File: config.mk
export PLATFORM = sky130hd
export DESIGN_NAME = if_stage
export DESIGN_NICKNAME = d
export VERILOG_FILES = /design/src/rtl/if_stage.sv
export SDC_FILE = /design/constraint.sdc
export NUM_CORES = 1
export LEC_CHECK = 0
export BUFFER_PORTS_ARGS = -buffer_cell sky130_fd_sc_hd__buf_2
export CAP_MARGIN = 10
export CORE_ASPECT_RATIO = 1.1
export CORE_MARGIN = 2
export CORE_UTILIZATION = 45
export DETAILED_ROUTE_END_ITERATION = 10
export PLACE_DENSITY = 0.75
export SYNTH_ARGS = -nofsm -noshare
export SYNTH_HDL_FRONTEND = slang
export SYNTH_SLANG_ARGS = --single-unit
export TNS_END_PERCENT = 20
File: constraint.sdc
create_clock -name clk -period 8.8 [get_ports clk]
set_input_delay 0.44 -clock clk [delete_from_list [all_inputs] [get_ports clk]]
set_output_delay 0.44 -clock clk [all_outputs]
set_load 0.005 [all_outputs]
File: src/rtl/if_stage.sv
// Instruction-fetch stage and IF/ID pipeline register.
// Owns the PC, fetches over a req/ack instruction-memory handshake and
// delivers pc4/inst/inst_valid to decode. Branches use a MIPS-style delay slot.
// Optional build macro IF_BRANCH_SQUASH_EN: when defined, the delay-slot
// instruction of a taken branch/jump enters decode as a bubble.
module if_stage #(
    parameter logic [31:0] RESET_PC = 32'h0000_0000,
    parameter logic [31:0] NOP_INST = 32'h0000_0000
) (
    input  logic        clk,
    input  logic        clrn,
    input  logic        stall,
    input  logic [1:0]  pcsource,
    input  logic [31:0] bpc,
    input  logic [31:0] jpc,
    output logic        imem_req,
    output logic [31:0] imem_addr,
    input  logic        imem_ack,
    input  logic [31:0] imem_rdata,
    output logic [31:0] pc4,
    output logic [31:0] inst,
    output logic        inst_valid,
    output logic        if_busy
);

    typedef enum logic {
        S_FETCH = 1'b0,
        S_HOLD  = 1'b1
    } state_t;

    state_t      r_state;
    state_t      w_state_nxt;

    logic [31:0] r_pc;
    logic [31:0] r_redir_pc;
    logic        r_redir_valid;
    logic [31:0] r_buf_inst;
    logic [31:0] r_pc4;
    logic [31:0] r_inst;
    logic        r_inst_valid;

    logic        w_take;
    logic        w_fetch_ack;
    logic        w_have;
    logic        w_taken;
    logic        w_squash;
    logic [31:0] w_word;
    logic [31:0] w_target;
    logic [31:0] w_pc_plus4;

    // Decode consumes IF/ID whenever it is not stalled.
    assign w_take      = ~stall;
    // An ack only counts while a request is actually on the bus.
    assign w_fetch_ack = (r_state == S_FETCH) & imem_ack;
    assign w_have      = w_fetch_ack | (r_state == S_HOLD);
    assign w_word      = (r_state == S_HOLD) ? r_buf_inst : imem_rdata;
    assign w_pc_plus4  = r_pc + 32'd4;

    // Redirects are only honoured for a real instruction that decode is consuming.
    assign w_taken  = w_take & r_inst_valid & ((pcsource == 2'b01) | (pcsource == 2'b10));
    assign w_target = (pcsource == 2'b10) ? jpc : bpc;

`ifdef IF_BRANCH_SQUASH_EN
    // The word captured alongside a taken redirect, or the delay-slot fetch
    // that a pending redirect is waiting on, is the delay slot: annul it.
    assign w_squash = w_taken | r_redir_valid;
`else
    assign w_squash = 1'b0;
`endif

    // Request is held low during reset so a stale transaction is never reissued.
    assign imem_req   = clrn & (r_state == S_FETCH);
    assign imem_addr  = r_pc;
    assign if_busy    = imem_req & ~imem_ack;
    assign pc4        = r_pc4;
    assign inst       = r_inst;
    assign inst_valid = r_inst_valid;

    // FSM state register.
    always_ff @(posedge clk or negedge clrn) begin
        if (!clrn) begin
            r_state <= S_FETCH;
        end else begin
            r_state <= w_state_nxt;
        end
    end

    // Next state: park a fetched word while decode is stalled, resume on take.
    always_comb begin
        w_state_nxt = r_state;
        case (r_state)
            S_FETCH: if (imem_ack && !w_take) w_state_nxt = S_HOLD;
            S_HOLD:  if (w_take)              w_state_nxt = S_FETCH;
            default: w_state_nxt = S_FETCH;
        endcase
    end

    // PC and pending-redirect flag; PC only moves when a word is handed to decode.
    always_ff @(posedge clk or negedge clrn) begin
        if (!clrn) begin
            r_pc          <= RESET_PC;
            r_redir_valid <= 1'b0;
        end else if (w_take && w_have) begin
            r_pc          <= w_taken ? w_target : (r_redir_valid ? r_redir_pc : w_pc_plus4);
            r_redir_valid <= 1'b0;
        end else if (w_taken) begin
            r_redir_valid <= 1'b1;
        end
    end

    // Redirect target captured when the delay-slot fetch is still in flight.
    always_ff @(posedge clk) begin
        if (w_taken && !w_have) begin
            r_redir_pc <= w_target;
        end
    end

    // Buffer for a word that arrived while decode was stalled.
    always_ff @(posedge clk or negedge clrn) begin
        if (!clrn) begin
            r_buf_inst <= 32'd0;
        end else if (w_fetch_ack && !w_take) begin
            r_buf_inst <= imem_rdata;
        end
    end

    // IF/ID register: load a word, insert a bubble, or hold under stall.
    always_ff @(posedge clk or negedge clrn) begin
        if (!clrn) begin
            r_pc4        <= RESET_PC;
            r_inst       <= NOP_INST;
            r_inst_valid <= 1'b0;
        end else if (w_take) begin
            if (w_have) begin
                r_pc4        <= w_pc_plus4;
                r_inst       <= w_squash ? NOP_INST : w_word;
                r_inst_valid <= ~w_squash;
            end else begin
                r_inst       <= NOP_INST;
                r_inst_valid <= 1'b0;
            end
        end
    end

endmodule

==> summary.md, run 1 <==
| Metric | Value |
|---|---|
| Vias in the first global route | `6,295` |
| Worst Setup End Kind | `register` |
| FFs w/ async S/R, synth | `80.37%` |
| Worst-margin pin slew | `1132 ps` |
| Via count | `6,338` |
| Final wirelength | `20.40 mm` |
| Kind of critical path | `reg -> reg` |
| Ports | `201` |
| Final setup vio count | `0` |
| Crit Reg-Reg Endpoint | `imem_addr[22]` |
| CP max FO | `7` |
| Total clock sinks | `163` |
| DRC | `0` |
| CTS tree | `yes` |
| Ys Warns | `0` |
| Post-CTS Setup Repair Bufs | `0` |
| CTS Hold Bufs | `0` |
| Period Utilization, post-route | `28.35%` |
| Synth Net Count | `832` |
| Crit path DAT | `2800 ps` |
| Clock latency on the worst-skew pair | `420 ps` |
| Fin. Hold Viols | `7` |
| P&R area growth vs syn | `22.77%` |
| GP Congestion | `0.8144` |
| Core area | `17,020 µm²` |
| Top cells by area, synth | `dfrtp_1, edfxtp_1, mux2_2` |
| Headroom to the max-slew limit | `24.51%` |
| Number of distinct library cells after synthesis | `60` |
| All-layer global routing usage | `22.71%` |
| Die span in x | `129.7 µm` |
| Commonest non-fill, non-tap cell in the layout | `buf_2` |
| Starting Density | `45.99%` |
| Status | `finished, violations left` |
| Final nets | `1,005` |
| Synthesized area per cell | `10.75 µm²` |
| WP data required | `9110 ps` |
| First-pass DRT Iterations | `5` |
| Critical path launch point type | `register` |
| PwrDens | `244.0 nW/µm²` |
| Placement Rows | `50` |
| Max_cap viols | `0` |
| Drt initial violations | `437` |
| Max Freq | `400.8 MHz` |
| Most frequent cells in the layout | `buf_2, dfrtp_1, nand2_1` |
| Die area | `18,460 µm²` |
| Final Instance Area | `9608 µm²` |
| Yosys top cell by area | `dfrtp_1` |
| Pin count of the biggest net entering global routing | `100` |
| GRT overflow | `0` |
| Detailed-route vias per instance | `5.521` |
| Post-route antenna net violation count | `0` |
| Layout cells sized above 1 | `35.01%` |
| Reg2reg path depth | `6` |
| Post_cts resized | `0` |
| Ant diodes | `0` |
| R2R Setup Slk | `6310 ps` |
| Reg clk slew, reported paths | `60 ps` |
| #FFs+latches synth | `163` |
| Placed Area | `8984 µm²` |
| Min cycle time layout | `2495 ps` |
| Sequential fraction of the synthesis area | `54.16%` |
| H-tree depth | `4` |
| Synth Flop Type | `dfrtp_1` |
| Clock skew | `7.561 ps` |
| Post-Syn Area | `7826 µm²` |
| Clock Tree Buf Depth | `2` |
| Min-delay worst type | `in -> async` |
| First-pass GRT wire length | `32.71 mm` |
| DP Wirelength | `13.92 mm` |
| Post-synth EDFFs | `32` |
| Routed wire per std cell | `17.77 µm` |
| CTS buffer count | `17` |
| Mapped Cells | `728` |
| Antenna violations before repair | `0` |
| CTS Root Cell | `clkbuf_16` |
| Share of the synthesized area in the top cell type | `41.89%` |
| Die Ht | `142.3 µm` |
| Hold_ws | `-15.00 ps` |
| RR Startpoint | `imem_addr[2]` |
| Failing checks | `negative hold slack` |
| Unrepaired setup endpoints after global routing | `false` |
| Pins Over Slew Limit | `0` |
| Pleak | `0.004206 µW` |
| Setup TNS | `0 ps` |
| VDD IR max | `136.9 µV` |
| Port-buffer cells | `200` |
==> power breakdown <==
group          switching [µW]  internal (µW)  total, µW
sequential                142            913       1050
clock                     293            486        778
combinational             268            243        511
total                     703           1640       2340
==> kinds of logic after synthesis <==
kind of cell               after synthesis  share of synthesized area [%]
and+or+nand+nor                        203                          13.29
muxes                                   65                          9.337
xor gates and xnor gates                27                          3.022
DFF                                    163                          54.16
adders and majority gates                2                         0.3197
AOI/OAI and AO/OA                      205                          16.60
buffers and inverters                   63                          3.277
==> synthesized netlist by cell type, types with 5 or more instances <==
| cell | count |
|---|---|
| a211oi_1 | 5 |
| a21oi_1 | 18 |
| a22oi_1 | 32 |
| a31oi_1 | 10 |
| and3_1 | 7 |
| buf_1 | 5 |
| clkbuf_1 | 46 |
| dfrtp_1 | 131 |
| edfxtp_1 | 32 |
| inv_1 | 7 |
| mux2_2 | 64 |
| nand2_1 | 101 |
| nand3_1 | 12 |
| nand4_1 | 9 |
| nor2_1 | 26 |
| nor3_1 | 11 |
| o21a_1 | 6 |
| o21ai_0 | 83 |
| o22a_1 | 9 |
| o22ai_1 | 12 |
| or3_1 | 7 |
| xnor2_1 | 21 |
| xor2_1 | 6 |
==> how the worst max path moves through the flow <==
| stage | from | end | slack, ps | cells after the start |
|---|---|---|---|---|
| detailed placement | stall | imem_addr[26] | 5980 | 6 |
| CTS | imem_addr[2] | imem_addr[22] | 6350 | 6 |
| global route | stall | imem_addr[25] | 6120 | 7 |
| finish | imem_addr[2] | imem_addr[22] | 6310 | 6 |
| global placement | stall | imem_addr[26] | 6080 | 6 |
| floorplan | pcsource[0] | r_redir_pc[0] | 4710 | 5 |
==> sequential cells by signal (all words and copies together) (netlist names) <==
name / flops
r_state: 1
imem_addr: 32
pc4: 32
r_buf_inst: 32
r_redir_pc: 32
inst_valid: 1
inst: 32
r_redir_valid: 1
==> area by class of cell <==
type / count / area [µm²]
Clock inverter: 8 / 121.4
Tap cell: 234 / 292.8
Multi-Input combinational cell: 502 / 3343
Fill cell: 1531 / 7408
Inverter: 7 / 26.28
Sequential cell: 163 / 4239
Timing Repair Buffer: 210 / 1082
Clock buffer: 24 / 503.0
==> routing by layer <==
layer / share of wire, % / global-route usage (%) / up-vias
met5: 0 / 0 / -
li1: - / - / 3002
met3: 6.7 / 6.015 / 28
met1: 43 / 29.48 / 3054
met4: 1.6 / 6.678 / 0
met2: 49 / 37.42 / 254
==> worst max-delay path, cell delays in order (launching register included) <==
cell,delay [ps]
dfrtp_1,460
ha_1,250
nand2_1,160
nor4_1,730
and4_1,430
a31oi_1,110
o22a_1,230
==> through the flow <==
stage                     setup WS [ps]  utilization (%)  cells  hold WS, ps  power [µW]
after global routing               6119            56.46   1148        44.98        2476
final                              6305            56.46   1148       -15.00        2344
after detailed placement           5984            52.79   1116        461.1        1581
after floorplan                    4709                -    728        144.4        1338
after global placement             6084            52.79   1116        456.6        1558
after CTS                          6347            56.46   1148        26.83        2364
(Power assumes the default switching activity.)
==> inputs of run 2 (changes only) <==
ABC_AREA = 1   (was not set)
PLACE_DENSITY = 0.74   (was 0.75)
clock period = 2.3 ns   (was 8.8 ns; I/O delays follow)
==> run 2 against run 1 <==
Synthesized cell count rose by 33%. Critical path type unchanged. Routed wire length rose by 12%. Count of clock-buffer cells in the layout fell by 5. Clock power rose to 3.6 times the previous value. The run now ends clean. Via count rose by 17%. Critical endpoint is now imem_addr[18]. Fmax rose by 43%. Register-to-register slack got worse by 5700 ps. Cell area rose by 7.6%. Largest cell class unchanged. Worst setup slack got worse by 5700 ps. First-iteration DRC count rose by 65%. Sequential power rose to 3.7 times the previous value.
==> summary.md, run 2 <==
| Metric | Value |
|---|---|
| Fillers | `1,574 (+2.8%)` |
| GP Congestion | `0.8859 (+8.8%)` |
| Final setup vio count | `0 (unchanged)` |
| FFs w/ async S/R, synth | `80.37% (unchanged)` |
| Status | `finished clean` |
| Synth Flop Type | `dfrtp_1` |
| Period Utilization, post-route | `75.76% (+47 points)` |
| Count leader, synth | `nand2_1` |
| WHS Path Cells | `3` |
| Crit Reg-Reg Endpoint | `imem_addr[18]` |
| All-layer global routing usage | `24.27% (+1.6 points)` |
| CTS Root Cell | `clkbuf_16` |
| Via count | `7,433 (+17%)` |
| Clock skew | `5.711 ps (-1.850 ps)` |
| Net switching power | `2811 µW (+300%)` |
| Worst-margin pin slew | `644.9 ps (-487.5 ps)` |
| Yosys top cell by area | `dfrtp_1` |
| CP max FO | `5 (-2)` |
| #FFs+latches synth | `163 (unchanged)` |
| Die area | `19,080 µm² (+3.3%)` |
| Hold path endpoint | `r_redir_pc[1]` |
| RR Startpoint | `imem_addr[2]` |
| Mux share of post-synthesis cell area | `4.451% (-4.9 points)` |
| Hold_ws | `13.57 ps (+28.57 ps)` |
| HP Start | `jpc[1]` |
| CP startpoint | `imem_addr[2]` |
| Main combinational cell family by area after synthesis | `simple AND/OR/NAND/NOR gates` |
| Reg2reg path depth | `10 (+4)` |
| Crit path DAT | `2110 ps (-690 ps)` |
| Port-buffer cells | `200 (unchanged)` |
| Synth Net Count | `1,072 (+29%)` |
| Placement Rows | `51 (+2.0%)` |
| Fin. Hold Viols | `0 (-7)` |
| CTS tree | `yes` |
| Clock Tree Buf Depth | `2 (unchanged)` |
| First-pass GRT wire length | `35.96 mm (+9.9%)` |
| GRT Max-Usage Layer | `met2` |
| Detailed-route vias per instance | `5.140 (-6.9%)` |
| Vias in the first global route | `6,869 (+9.1%)` |
| Min cycle time layout | `1742 ps (-752.5 ps)` |
| Synthesized area per cell | `8.364 µm² (-22%)` |
| Post-layout instance count excluding filler cells | `1,446 (+26%)` |
| Starting Density | `45.81% (-0.19 points)` |
| Final core utilization | `58.48% (+2.0 points)` |
| Post-route antenna net violation count | `0 (unchanged)` |
| Pin count of the biggest net entering global routing | `66 (-34%)` |
| Comb power frac | `23.3% (+1.5 points)` |
| Post-synth EDFFs | `32 (unchanged)` |
| Pleak | `0.005070 µW (+21%)` |
| Headroom to the max-slew limit | `56.95% (+32 points)` |
| Placed Cells | `1,374 (+23%)` |
| Sequential fraction of the synthesis area | `52.36% (-1.8 points)` |
| Most frequent cells in the layout | `nand2_1, buf_2, dfrtp_1` |
| Kind of critical path | `reg -> reg` |
| H-tree depth | `4 (unchanged)` |
| Pins Over Slew Limit | `0 (unchanged)` |
| Commonest non-fill, non-tap cell in the layout | `nand2_1` |
| First-pass DRT Iterations | `5 (unchanged)` |
| Clk network pwr share | `31.8% (-1.4 points)` |
| Internal | `5937 µW (+260%)` |
| Sequential power share | `44.8% (-0.2 points)` |
| Final wirelength | `22.95 mm (+12%)` |
| DRC | `0 (unchanged)` |
| Worst Setup End Kind | `register` |
| Synth Area in XOR/XNOR | `1.592% (-1.4 points)` |
| Drt initial violations | `720 (+65%)` |
| Reg clk slew, reported paths | `60 ps (about the same)` |
| Post-Syn Area | `8097 µm² (+3.5%)` |
| VDD IR max | `474.2 µV (+250%)` |
| Met1 GRT Util | `33.42% (+3.9 points)` |
| PwrDens | `846.3 nW/µm² (+250%)` |
| Die Ht | `144.7 µm (+1.7%)` |
| Antenna violations before repair | `0 (unchanged)` |
| Mapped Cells | `968 (+33%)` |
| Unrepaired setup endpoints after global routing | `false` |
| Max_cap viols | `0 (unchanged)` |
| Share of the synthesized area in the top cell type | `40.49% (-1.4 points)` |
| Max Freq | `573.9 MHz (+43%)` |
| Number of distinct library cells after synthesis | `35 (-42%)` |
| Ys Warns | `0 (unchanged)` |
| Ports | `201 (unchanged)` |
| Post-Synth Simple-Gate Area | `24.80% (+12 points)` |
| DP Wirelength | `15.98 mm (+15%)` |
| Top cells by area, synth | `dfrtp_1, nand2_1, edfxtp_1` |
| WP data required | `2660 ps (-6450 ps)` |
| Core area | `17,680 µm² (+3.9%)` |
| P&R area growth vs syn | `27.66%` |
| Switching Fraction | `32.13% (+2.2 points)` |
| Post-synth top cells | `nand2_1, dfrtp_1, a21oi_1, nor2_1, inv_1` |
| GRT overflow | `0 (unchanged)` |
| Die span in x | `131.9 µm (+1.7%)` |
| Layout cells sized above 1 | `26.93% (-8.1 points)` |
| Met2 Use GR | `37.94% (+0.52 points)` |
| Min-delay worst type | `in -> reg` |
| Routed wire per std cell | `15.87 µm (-11%)` |
| Clock latency on the worst-skew pair | `430 ps (about the same)` |
| R2R Setup Slk | `560 ps (-5750 ps)` |
| CTS buffer count | `17 (unchanged)` |
| Final nets | `1,299 (+29%)` |
| Met3 Use GR | `4.284% (-1.7 points)` |
| Synth Area in Compound Gates | `10.65% (-5.9 points)` |
| Total clock sinks | `163 (unchanged)` |
| Setup TNS | `0 ps (unchanged)` |
| Synth Area in Adders | `0.3091% (-0.011 points)` |
| Pwr Total | `8747 µW (+270%)` |
| Critical path launch point type | `register` |
run 2: cell count changes after synthesis, moves of 16 or more:
cell,before,now
o21ai_0,83,41
xnor2_1,21,5
nor2_1,26,84
inv_1,7,64
a22oi_1,32,2
mux2_2,64,30
nand2_1,101,320
clkbuf_1,46,25
a21oi_1,18,95
buf_2,0,18
run 2: layer usage:
| layer | vias up | share of wire [%] |
|---|---|---|
| met5 | - | 0 |
| met2 | 290 | 47 |
| li1 | 3570 | - |
| met4 | 0 | 2.7 |
| met1 | 3532 | 44 |
| met3 | 41 | 6.1 |
run 2: worst max path at each step:
stage,endpoint
finish,imem_addr[18]
global route,imem_addr[12]
floorplan,r_redir_pc[0]
detailed placement,imem_addr[11]
global placement,imem_addr[17]
CTS,imem_addr[14]
run 2: logic make-up after synthesis:
kind of cell | after synthesis
mux | 32
simple gates | 477
compound gates | 163
fa+ha+maj | 2
flops | 163
xor+xnor | 13
buf+inv | 118
run 2: area by class of cell:
cell class | count | area, µm² | share of cell area, %
Sequential cell | 163 | 4239 | 41.01
Multi-Input combinational cell | 687 | 3392 | 32.82
Timing Repair Buffer | 257 | 1560 | 15.10
Clock buffer | 19 | 464.2 | 4.491
Tap cell | 238 | 297.8 | 2.881
Inverter | 69 | 259.0 | 2.506
Clock inverter | 12 | 121.4 | 1.174
Antenna cell | 1 | 2.502 | 0.02421
run 2: through the flow:
stage / worst slack [ps] / instance area, µm²
floorplan: 90.04 / 8099
global placement: 533.2 / 9348
detailed placement: 476.2 / 9348
CTS: 562.2 / 10330
global route: 363.1 / 10330
finish: 557.5 / 10340
run 2: critical path: stages (launching register included):
cell and delay [ps]:
dfrtp_1 410, ha_1 210, nand3_1 150, inv_2 120, nand2_4 90, nor2_4 180
xor2_2 250, nand2_1 90, nand2_1 90, nand2_1 50, nand2_1 50
run 2: power by group through the flow:
stage          Combinational (µW)  Clock (µW)  Sequential [µW]
2_1_floorplan                1110           0             3870
5_1_grt                      2300        2950             3980
6_report                     2040        2790             3920
4_1_cts                      2050        2820             3920
3_3_place_gp                 1940           0             3950
3_5_place_dp                 1980           0             3970
run 2: repair_timing:
item,in CTS,in global routing
gates resized for setup,0,0
buffers inserted,0,0
hold buffers,40,0
hold endpoints to repair,112,0
